`config.mk`:
```
export PLATFORM = sky130hd
export DESIGN_NAME = countdown_timer_flat
export DESIGN_NICKNAME = d
export VERILOG_FILES = /design/src/rtl/countdown_timer_if.sv /design/src/rtl/countdown_timer.sv /design/src/flat_wrapper.sv
export SDC_FILE = /design/constraint.sdc
export NUM_CORES = 1
export LEC_CHECK = 0
export BUFFER_PORTS_ARGS = -buffer_cell sky130_fd_sc_hd__buf_2
export CAP_MARGIN = 25
export CORE_MARGIN = 4
export CORE_UTILIZATION = 40
export CTS_CLUSTER_SIZE = 14
export DETAILED_ROUTE_END_ITERATION = 10
export GPL_TIMING_DRIVEN = 0
export PLACE_DENSITY = 0.7
export SYNTH_ARGS = -nofsm -noshare
export SYNTH_HDL_FRONTEND = slang
export SYNTH_SLANG_ARGS = --single-unit
```
`constraint.sdc`:
```
create_clock -name clk -period 2.3 [get_ports clk]
set_clock_uncertainty 0.2 [all_clocks]
set_input_delay 0.575 -clock clk [delete_from_list [all_inputs] [get_ports clk]]
set_output_delay 0.575 -clock clk [all_outputs]
set_load 0.02 [all_outputs]
```
`src/rtl/countdown_timer_if.sv`:
```
// rtl/countdown_timer_if.sv - keypad/magnetron inputs and BCD time outputs of the countdown timer
interface countdown_timer_if;
    logic       clearn;
    logic       key_valid;
    logic [3:0] key_digit;
    logic       mag_on;
    logic [3:0] sec_ones;
    logic [3:0] sec_tens;
    logic [3:0] min_ones;
    logic [3:0] min_tens;
    logic       timer_done;
    logic       done_pulse;

    modport master (
        output clearn, key_valid, key_digit, mag_on,
        input  sec_ones, sec_tens, min_ones, min_tens, timer_done, done_pulse
    );

    modport slave (
        input  clearn, key_valid, key_digit, mag_on,
        output sec_ones, sec_tens, min_ones, min_tens, timer_done, done_pulse
    );
endinterface

```
`src/rtl/countdown_timer.sv`:
```
// rtl/countdown_timer.sv - keypad-loaded MM:SS BCD countdown with one-second prescaler
module countdown_timer #(
    parameter int TICKS_PER_SEC = 100
) (
    input logic             clk,
    input logic             rst,
    countdown_timer_if.slave tif
);
    localparam int PW = $clog2(TICKS_PER_SEC);
    localparam logic [PW-1:0] PS_LAST = PW'(TICKS_PER_SEC - 1);

    logic [3:0]    sec_ones, sec_tens, min_ones, min_tens;
    logic [3:0]    dec_so, dec_st, dec_mo, dec_mt;
    logic [PW-1:0] prescaler;
    logic          done_pulse;
    logic          timer_done;
    logic          counting;
    logic          tick;
    logic          key_ok;

    assign timer_done = ({min_tens, min_ones, sec_tens, sec_ones} == 16'h0000);
    // Counting stops at zero, which also freezes the prescaler.
    assign counting   = tif.mag_on && !timer_done;
    assign tick       = counting && (prescaler == PS_LAST);
    assign key_ok     = tif.key_valid && !tif.mag_on && (tif.key_digit <= 4'd9);

    always_comb begin
        dec_so = sec_ones;
        dec_st = sec_tens;
        dec_mo = min_ones;
        dec_mt = min_tens;
        if (sec_ones != 4'd0) begin
            dec_so = sec_ones - 4'd1;
        end else if (sec_tens != 4'd0) begin
            dec_so = 4'd9;
            dec_st = sec_tens - 4'd1;
        end else begin
            // Seconds wrap to 59 even when typed as e.g. "90"; minutes then borrow.
            dec_so = 4'd9;
            dec_st = 4'd5;
            if (min_ones != 4'd0) begin
                dec_mo = min_ones - 4'd1;
            end else begin
                dec_mo = 4'd9;
                dec_mt = min_tens - 4'd1;
            end
        end
    end

    always_ff @(posedge clk) begin
        if (rst || !tif.clearn) begin
            sec_ones   <= 4'd0;
            sec_tens   <= 4'd0;
            min_ones   <= 4'd0;
            min_tens   <= 4'd0;
            prescaler  <= '0;
            done_pulse <= 1'b0;
        end else begin
            done_pulse <= tick && ({min_tens, min_ones, sec_tens, sec_ones} == 16'h0001);
            if (counting) begin
                prescaler <= tick ? '0 : prescaler + PW'(1);
            end
            if (tick) begin
                sec_ones <= dec_so;
                sec_tens <= dec_st;
                min_ones <= dec_mo;
                min_tens <= dec_mt;
            end else if (key_ok) begin
                min_tens <= min_ones;
                min_ones <= sec_tens;
                sec_tens <= sec_ones;
                sec_ones <= tif.key_digit;
            end
        end
    end

    assign tif.sec_ones   = sec_ones;
    assign tif.sec_tens   = sec_tens;
    assign tif.min_ones   = min_ones;
    assign tif.min_tens   = min_tens;
    assign tif.timer_done = timer_done;
    assign tif.done_pulse = done_pulse;
endmodule

```
`src/flat_wrapper.sv`:
```
// flat-port wrapper written by rule: the top's interface ports become plain ports
module countdown_timer_flat 
#(
    parameter int TICKS_PER_SEC = 100
)
  (clk, rst, tif_clearn, tif_key_valid, tif_key_digit, tif_mag_on, tif_sec_ones, tif_sec_tens, tif_min_ones, tif_min_tens, tif_timer_done, tif_done_pulse);
  countdown_timer_if tif_i ();
  input logic clk;
  input logic rst;
  input wire logic [$bits(tif_i.clearn)-1:0] tif_clearn;
  input wire logic [$bits(tif_i.key_valid)-1:0] tif_key_valid;
  input wire logic [$bits(tif_i.key_digit)-1:0] tif_key_digit;
  input wire logic [$bits(tif_i.mag_on)-1:0] tif_mag_on;
  output wire logic [$bits(tif_i.sec_ones)-1:0] tif_sec_ones;
  output wire logic [$bits(tif_i.sec_tens)-1:0] tif_sec_tens;
  output wire logic [$bits(tif_i.min_ones)-1:0] tif_min_ones;
  output wire logic [$bits(tif_i.min_tens)-1:0] tif_min_tens;
  output wire logic [$bits(tif_i.timer_done)-1:0] tif_timer_done;
  output wire logic [$bits(tif_i.done_pulse)-1:0] tif_done_pulse;
  assign tif_i.clearn = tif_clearn;
  assign tif_i.key_valid = tif_key_valid;
  assign tif_i.key_digit = tif_key_digit;
  assign tif_i.mag_on = tif_mag_on;
  assign tif_sec_ones = tif_i.sec_ones;
  assign tif_sec_tens = tif_i.sec_tens;
  assign tif_min_ones = tif_i.min_ones;
  assign tif_min_tens = tif_i.min_tens;
  assign tif_timer_done = tif_i.timer_done;
  assign tif_done_pulse = tif_i.done_pulse;
  countdown_timer #(.TICKS_PER_SEC(TICKS_PER_SEC)) u_core (.clk(clk), .rst(rst), .tif(tif_i));
endmodule
```
==> run summary, run 1 <==
Total power after layout: 0.749 mW
Max Freq: 384 MHz
Commonest cells in the netlist: dfxtp_1 (24), nand2_1 (23), a21oi_1 (13)
# IOs: 27
Largest net degree at the start of global routing: 14
First-pass detailed-route iteration total: 4
Hold Worst Slack: 0.283 ns
Min Tclk post-route: 2.60 ns
Synthesized area: 1430 um2
Standard-cell rows: 21
Initial antenna violation count: 0
Area share of the leading cell type in the synthesized netlist: 33.7%
Cell count after synthesis: 175
Post-DP HPWL: 2590 um
Non-Filler Instances: 263
Syn_area_per_cell: 8.14 um2
Max Slew Vio Count: 0
Cts bufs inserted: 3
Final worst slack: -0.302 ns
CP Buf/Inv Count: 1
Ratio of cells with drive above 1 in the final layout: 33.2%
Max stage delay on crit path: 0.57 ns
Max Cap Violations: 0
Worst slew pin tran: 0.521 ns
Peak supply drop: 232 uV
Total Nets Final: 230
EDFF count, synth: 0
Hold Crit Class: primary input to register
GRT Util Overall: 17.8%
Setup Crit Path Kind: register to output port
CP max FO: 9
Failing checks: setup timing
Vias/cell: 5.69
ANT cells: 0
Post-synth top area cell: dfxtp_1
FF+latch count, synth: 24
Fin crit share: 113%
Post-synth ARST share: 0%
Syn Nets: 187
Crit path max-delay cell type: or4_4
Synth area leaders: dfxtp_1 (34%), nand2_1 (6.1%), a21oi_1 (4.6%)
Post-route ant nets: 0
# placed instances: 247
Setup TNS: -0.361 ns
CTS tree: built
Core Region: 3390 um2
Pwr per Cell Area: 404 nW/um2
Most frequent cell after synthesis: dfxtp_1
Req. time, crit path: 1.52 ns
CP Capture Type: output port
Syn-to-layout area delta: 30.1%
CP cell instances: or4_4 -> nor4_4 -> buf_4
CTS Root Cell: clkbuf_4
Worst path top cell family by delay: simple AND/OR/NAND/NOR gates
Initial core utilization: 42.0%
Total wire length: 3960 um
DRC Markers: 0
H-tree depth: 1
Pre-CTS setup slack: -0.341 ns
Final Setup Violations: 5
Worst skew pair latency: 0.32 ns
Synth Flop Type: dfxtp_1
Average wire per standard cell: 15.0 um
Max-slew headroom: 64.9%
CTS Buffer Depth: 2
Worst-path clk slew: 0.14 ns
GP Congestion: 0.807
Global route total overflow: 0
RSZ-0062 raised after global routing: true
Netlist cell types: 47
Chip Width: 67.7 um
Yosys Warn Count: 0
Leak Pwr: 0.722 nW
Final hold violations: 0
Die H: 67.7 um
Die area: 4580 um2
Vias in the first global route: 1326
Sequential area share after synthesis: 33.7%
Vias: 1497
Global-route wire length before repair: 6280 um
Status: finished with violations
Crit path DAT: 1.83 ns
CTS sink cnt: 24
# hold bufs at CTS: 0
Critical path startpoint category: register
Input/output buffers: 26
Count of routing violations after the opening detailed-route iteration: 160
==> worst reg2reg max path, cell delays in order, from the launching register on <==
cell and delay [ns]:
dfxtp_4 0.38, buf_4 0.14, nor4_2 0.47, nand4_1 0.20
buf_4 0.21, o31ai_4 0.29, nand2_1 0.14, o22ai_1 0.21
==> per-layer routing <==
metal,vias to the layer above,global-route usage [%],part of all wire (%)
met5,-,0,0
met4,0,3.54,1.5
met3,6,3.99,5.6
met2,52,28.3,47
met1,695,24.5,46
li1,744,-,-
==> cell usage in the layout, fill, tap and decap left out, types with 5 or more instances in the layout <==
master	synthesis	final
nand3_1	9	9
nor3_1	6	6
dfxtp_4	0	5
nand2_1	23	22
buf_4	0	13
o22ai_1	5	5
nor2_1	10	10
buf_2	0	25
dfxtp_1	24	15
a21oi_1	13	12
o21ai_0	8	8
==> power breakdown <==
group	switching [mW]	internal, mW
clock	0.127	0.0969
combinational	0.0618	0.0442
sequential	0.00533	0.413
total	0.194	0.554
==> final timing paths <==
path / end / depth (start not counted) / slack, ns / from
worst max-delay path: tif_timer_done / 3 / -0.30 / u_core.tif.sec_ones[1]$_SDFFE_PP0P_
worst min-delay path: u_core.tif.sec_ones[0]$_SDFFE_PP0P_ / 3 / 0.28 / tif_key_digit[0]
worst max register to register: u_core.tif.min_tens[1]$_SDFFE_PP0P_ / 7 / -0.03 / u_core.tif.sec_ones[0]$_SDFFE_PP0P_
worst min register to register: u_core.tif.min_ones[2]$_SDFFE_PP0P_ / 2 / 0.33 / u_core.tif.min_ones[2]$_SDFFE_PP0P_
==> sequential cells by signal (all words and copies together), names as in the netlist <==
signal and count:
u_core.tif.done_pulse 1, u_core.tif.sec_ones 4, u_core.prescaler 7, u_core.tif.min_ones 4
u_core.tif.min_tens 4, u_core.tif.sec_tens 4
==> repair_timing <==
item	4_1_cts	5_1_grt
endpoints found under the setup margin	16	19
setup buffers	6	7
endpoints found under the hold margin	0	0
pin swaps	2	4
resized for setup	8	15
==> cells by family after synthesis <==
logic type,synth area share [%]
flops,33.7
simple gates,34.2
compound gates,20.4
buf+inv,2.37
xor+xnor,3.07
mux,3.60
fa+ha+maj,2.63
==> per-stage QoR <==
step,util (%),cell area (um2)
2_1_floorplan,-,1440
3_3_place_gp,48.1,1630
6_report,54.7,1850
3_5_place_dp,48.1,1630
4_1_cts,51.1,1730
5_1_grt,54.7,1850
==> cell type report <==
cell class / instances / area, um2
timing repair buffer: 39 / 234
clock buffer: 4 / 36.3
tap: 46 / 57.6
sequential: 24 / 504
inverter: 5 / 18.8
buffer: 3 / 11.3
multi-input combinational: 142 / 992
fill: 318 / 1540
Note: power is estimated with default switching activity, not from simulation.
==> run 2, diff against run 1 <==
--- a/config.mk
+++ b/config.mk
@@ -12,7 +12,8 @@
 export CTS_CLUSTER_SIZE = 14
 export DETAILED_ROUTE_END_ITERATION = 10
 export GPL_TIMING_DRIVEN = 0
-export PLACE_DENSITY = 0.7
+export PLACE_DENSITY = 0.59
+export SKIP_CTS_REPAIR_TIMING = 1
 export SYNTH_ARGS = -nofsm -noshare
 export SYNTH_HDL_FRONTEND = slang
 export SYNTH_SLANG_ARGS = --single-unit
==> run 2 against run 1 <==
  * The flow still finishes with violations (setup timing)
  * Wire length increased by 3.4%
  * Count of clock-buffer cells in the layout unchanged
  * Combinational power decreased by 6%
  * First-iteration DRC count decreased by 29%
  * Sequential share of layout area increased by 0.067 points
  * Register-to-register slack about the same
  * Fmax decreased by 3.8%
  * Critical endpoint unchanged
  * Highest routed layer unchanged
==> run summary, run 2 (synthesis gave the netlist of run 1 again) <==
Status: finished with violations
Failing checks: setup timing
DRC Markers: 0
Chip Width: 67.7 um
Final core utilization: 53.9%
Vias: 1534
Syn-to-layout area delta: 28.2%
Critical path startpoint category: register
Min Tclk post-route: 2.70 ns
Hold_sp: tif_key_digit[0]
CTS Root Cell: clkbuf_4
Peak supply drop: 235 uV
Ratio of cells with drive above 1 in the final layout: 31.0%
Final hold violations: 0
Flop2flop setup slack: -0.03 ns
Total Nets Final: 229
H-tree depth: 1
# IOs: 27
Post-DP HPWL: 2750 um
Largest register FFs: 7
Cts bufs inserted: 3
Average wire per standard cell: 15.6 um
Count of routing violations after the opening detailed-route iteration: 114
CP max FO: 8
Max Freq: 370 MHz
Input/output buffers: 26
GRT Util Overall: 17.3%
Global route total overflow: 0
Global-route wire length before repair: 6220 um
Req. time, crit path: 1.52 ns
Worst-path clk slew: 0.15 ns
Initial antenna violation count: 0
Leak Pwr: 0.707 nW
Standard-cell rows: 21
CTS Buffer Depth: 2
Largest net degree at the start of global routing: 14
Max stage delay on crit path: 0.58 ns
Pwr per Cell Area: 397 nW/um2
R2R depth: 6
Worst skew pair latency: 0.33 ns
RSZ-0062 raised after global routing: true
Max-slew headroom: 65.8%
CTS tree: built
Crit path max-delay cell type: or4_4
Max Cap Violations: 0
CP cell instances: or4_4 -> nor4_4 -> buf_4
Setup Crit Path Kind: register to output port
First-pass detailed-route iteration total: 4
Max Slew Vio Count: 0
Placement-stage cell area: 1630 um2
CTS sink cnt: 24
Worst r2r src: u_core.tif.min_ones[1]$_SDFFE_PP0P_
Post-route ant nets: 0
Hold Crit Class: primary input to register
Worst slew pin tran: 0.507 ns
Final worst slack: -0.405 ns
Finished Cell Area: 1830 um2
ANT cells: 0
R2r endpoint: u_core.tif.min_ones[0]$_SDFFE_PP0P_
Reg with most FFs: u_core.prescaler
Total wire length: 4090 um
Vias in the first global route: 1315
Hold Crit Depth: 3
Core Region: 3390 um2
Crit path DAT: 1.93 ns
GP Congestion: 0.845
Fill count: 319
CP Capture Type: output port
Die area: 4580 um2
Most frequent cells in the layout: buf_2 (25), nand2_1 (22), dfxtp_1 (18), buf_4 (13), a21oi_1 (12)
Commonest non-fill, non-tap cell in the layout: buf_2
Initial core utilization: 42.0%
Fin crit share: 118%
Vias/cell: 5.85
Die H: 67.7 um
Final Setup Violations: 3
Hold EP: u_core.tif.sec_ones[0]$_SDFFE_PP0P_
[run 2: cell count changes in the layout (fill, tap and decap cells not counted), sizes merged]
cell  previous run  this run
buf             40        39
[run 2: area by class of cell]
class | count | area (um2) | area share (%)
multi-input combinational | 142 | 992 | 54.3
inverter | 5 | 18.8 | 1.03
sequential | 24 | 498 | 27.3
timing repair buffer | 38 | 223 | 12.2
clock buffer | 4 | 26.3 | 1.44
buffer | 3 | 11.3 | 0.616
tap | 46 | 57.6 | 3.15
[run 2: metal layers]
metal | GRT usage (%) | wire length (um)
met1 | 24.0 | 1920
met2 | 28.1 | 1950
met3 | 2.50 | 177
met4 | 4.05 | 44
met5 | 0 | 0
[run 2: power by group]
part / internal, mW / switching [mW] / total [mW]
registers: 0.414 / 0.00568 / 0.420
logic: 0.0402 / 0.0593 / 0.0996
clock network: 0.0680 / 0.138 / 0.206
total: 0.522 / 0.203 / 0.726
[run 2: how the worst max path moves through the flow]
stage          slack (ns)  depth (start not counted)                                 from              to
2_1_floorplan       -0.07                          4  u_core.tif.min_tens[0]$_SDFFE_PP0P_  tif_timer_done
3_3_place_gp        -0.32                          5  u_core.tif.min_tens[0]$_SDFFE_PP0P_  tif_timer_done
3_5_place_dp        -0.33                          5  u_core.tif.min_tens[0]$_SDFFE_PP0P_  tif_timer_done
4_1_cts             -0.72                          5  u_core.tif.min_tens[0]$_SDFFE_PP0P_  tif_timer_done
5_1_grt             -0.44                          3  u_core.tif.min_ones[1]$_SDFFE_PP0P_  tif_timer_done
6_report            -0.40                          3  u_core.tif.min_ones[1]$_SDFFE_PP0P_  tif_timer_done
[run 2: critical path: cells and delay by family, from the launching register on]
kind	cells	cell delay, ns
AND/OR/NAND/NOR	2	0.99
flip-flops	1	0.40
buffers and inverters	1	0.21
[run 2: per-stage QoR]
| step | TNS, ns | total power [mW] | setup WS [ns] | hold slack, ns | instances |
|---|---|---|---|---|---|
| after global routing | -0.973 | 0.743 | -0.437 | 0.302 | 262 |
| after CTS | -2.57 | 0.708 | -0.720 | 0.312 | 251 |
| final | -0.438 | 0.726 | -0.405 | 0.299 | 262 |
| after detailed placement | -1.66 | 0.513 | -0.333 | 0.327 | 247 |
| after global placement | -1.17 | 0.512 | -0.323 | 0.313 | 247 |
| after floorplan | -0.122 | 0.484 | -0.0683 | 0.291 | 175 |
==> run 3, diff against run 2 <==
--- a/config.mk
+++ b/config.mk
@@ -7,12 +7,14 @@
 export LEC_CHECK = 0
 export BUFFER_PORTS_ARGS = -buffer_cell sky130_fd_sc_hd__buf_2
 export CAP_MARGIN = 25
+export CELL_PAD_IN_SITES_DETAIL_PLACEMENT = 1
+export CELL_PAD_IN_SITES_GLOBAL_PLACEMENT = 1
 export CORE_MARGIN = 4
 export CORE_UTILIZATION = 40
 export CTS_CLUSTER_SIZE = 14
 export DETAILED_ROUTE_END_ITERATION = 10
 export GPL_TIMING_DRIVEN = 0
-export PLACE_DENSITY = 0.59
+export PLACE_DENSITY = 0.76
 export SKIP_CTS_REPAIR_TIMING = 1
 export SYNTH_ARGS = -nofsm -noshare
 export SYNTH_HDL_FRONTEND = slang
==> run 3 against run 2 <==
  * The run still ends with setup timing left
  * Via count up 2.1%
  * Fmax fell by 1.3%
  * Final cell count rose by 0.76%
  * Total power up 4.8%
  * Wire length grew 14%
  * First-iteration DRC count is the same
  * Largest cell class unchanged
  * Highest routed layer unchanged
==> run summary, run 3 (synthesis gave the netlist of run 1 again) <==
Status: finished with violations
Failing checks: setup timing
Worst skew pair latency: 0.33 ns
# IOs: 27
Most frequent cells in the layout: buf_2 (25), nand2_1 (22), dfxtp_1 (17), buf_4 (14), a21oi_1 (12)
Vias: 1566
CTS Buffer Depth: 2
Initial core utilization: 42.0%
CTS sink cnt: 24
H-tree depth: 1
Input/output buffers: 26
Final worst slack: -0.439 ns
Fin crit share: 119%
Critical path startpoint category: register
Crit path DAT: 1.96 ns
Total Nets Final: 231
Peak supply drop: 260 uV
GP Congestion: 0.836
CP Buf/Inv Count: 1
Final hold violations: 0
Standard-cell rows: 21
Core Region: 3390 um2
Largest register FFs: 7
Cts bufs inserted: 3
DRC Markers: 0
ANT cells: 0
Max Slew Vio Count: 0
GRT Util Overall: 20.8%
Post-route ant nets: 0
CTS tree: built
Global route total overflow: 0
Die area: 4580 um2
Total wire length: 4660 um
Reg with most FFs: u_core.prescaler
Leak Pwr: 0.707 nW
Finished Cell Area: 1840 um2
CTS Root Cell: clkbuf_4
Syn-to-layout area delta: 29.3%
Post-DP HPWL: 3260 um
Final Setup Violations: 10
Max Cap Violations: 0
Setup Crit Path Kind: register to output port
Final core utilization: 54.4%
CP max FO: 6
Max-slew headroom: 49.7%
Pwr per Cell Area: 412 nW/um2
Worst-path clk slew: 0.13 ns
Average wire per standard cell: 17.7 um
Total power after layout: 0.760 mW
Die H: 67.7 um
Ratio of cells with drive above 1 in the final layout: 32.1%
Largest net degree at the start of global routing: 14
Crit path max-delay cell type: or4_4
Max stage delay on crit path: 0.58 ns
Max Freq: 365 MHz
RSZ-0062 raised after global routing: true
Worst slew pin tran: 0.748 ns
Placement-stage cell area: 1630 um2
First-pass detailed-route iteration total: 4
Worst path top cell family by delay: simple AND/OR/NAND/NOR gates
CP Capture Type: output port
Global-route wire length before repair: 7150 um
Initial antenna violation count: 0
Hold Crit Class: primary input to register
Vias in the first global route: 1537
Count of routing violations after the opening detailed-route iteration: 114
Flop2flop setup slack: -0.31 ns
Vias/cell: 5.93
Chip Width: 67.7 um
CP cell instances: or4_4 -> nor4_4 -> buf_4
Req. time, crit path: 1.52 ns
Min Tclk post-route: 2.74 ns
Commonest non-fill, non-tap cell in the layout: buf_2
==> run 3: cell type report <==
| type | count | area, um2 |
|---|---|---|
| Clock buffer | 4 | 36.3 |
| Inverter | 5 | 18.8 |
| Fill cell | 440 | 1550 |
| Sequential cell | 24 | 499 |
| Tap cell | 46 | 57.6 |
| Buffer | 3 | 11.3 |
| Multi-Input combinational cell | 142 | 978 |
| Timing Repair Buffer | 40 | 241 |
==> run 3: worst paths after layout <==
check / startpoint / endpoint / cells past startpoint
hold reg to reg: u_core.tif.min_ones[0]$_SDFFE_PP0P_ / u_core.tif.min_tens[0]$_SDFFE_PP0P_ / 2
setup / recovery: u_core.tif.min_ones[1]$_SDFFE_PP0P_ / tif_timer_done / 3
hold / removal: tif_key_digit[0] / u_core.tif.sec_ones[0]$_SDFFE_PP0P_ / 3
setup reg to reg: u_core.prescaler[2]$_SDFFE_PP0P_ / u_core.tif.min_tens[2]$_SDFFE_PP0P_ / 5
==> run 3: per-stage QoR <==
stage               setup TNS, ns  hold slack (ns)  setup slack (ns)  cells
global route                -3.83            0.316            -0.532    264
floorplan                  -0.122            0.291           -0.0683    175
CTS                         -3.38            0.297            -0.786    251
global placement            -1.62            0.304            -0.371    247
detailed placement          -2.71            0.315            -0.397    247
finish                      -1.96            0.297            -0.439    264
==> run 3: where the power goes <==
group	internal (mW)	leakage, nW	switching (mW)
logic	0.0445	0.488	0.0629
clock network	0.0970	0.0210	0.136
registers	0.414	0.198	0.00593
==> run 3: worst reg2reg max path, cell delays in order (launching register included) <==
cell     delay (ns)
dfxtp_1        0.40
nor3b_1        0.49
nand4_1        0.32
o31ai_1        0.70
nand2_1        0.23
o22ai_1        0.22
==> run 3: layer usage <==
layer	vias up	share of wire [%]	track usage (%)
met5	-	0	0
met4	0	1.1	8.10
met3	6	5.3	2.66
met2	52	49	36.2
met1	761	44	25.6
li1	747	-	-
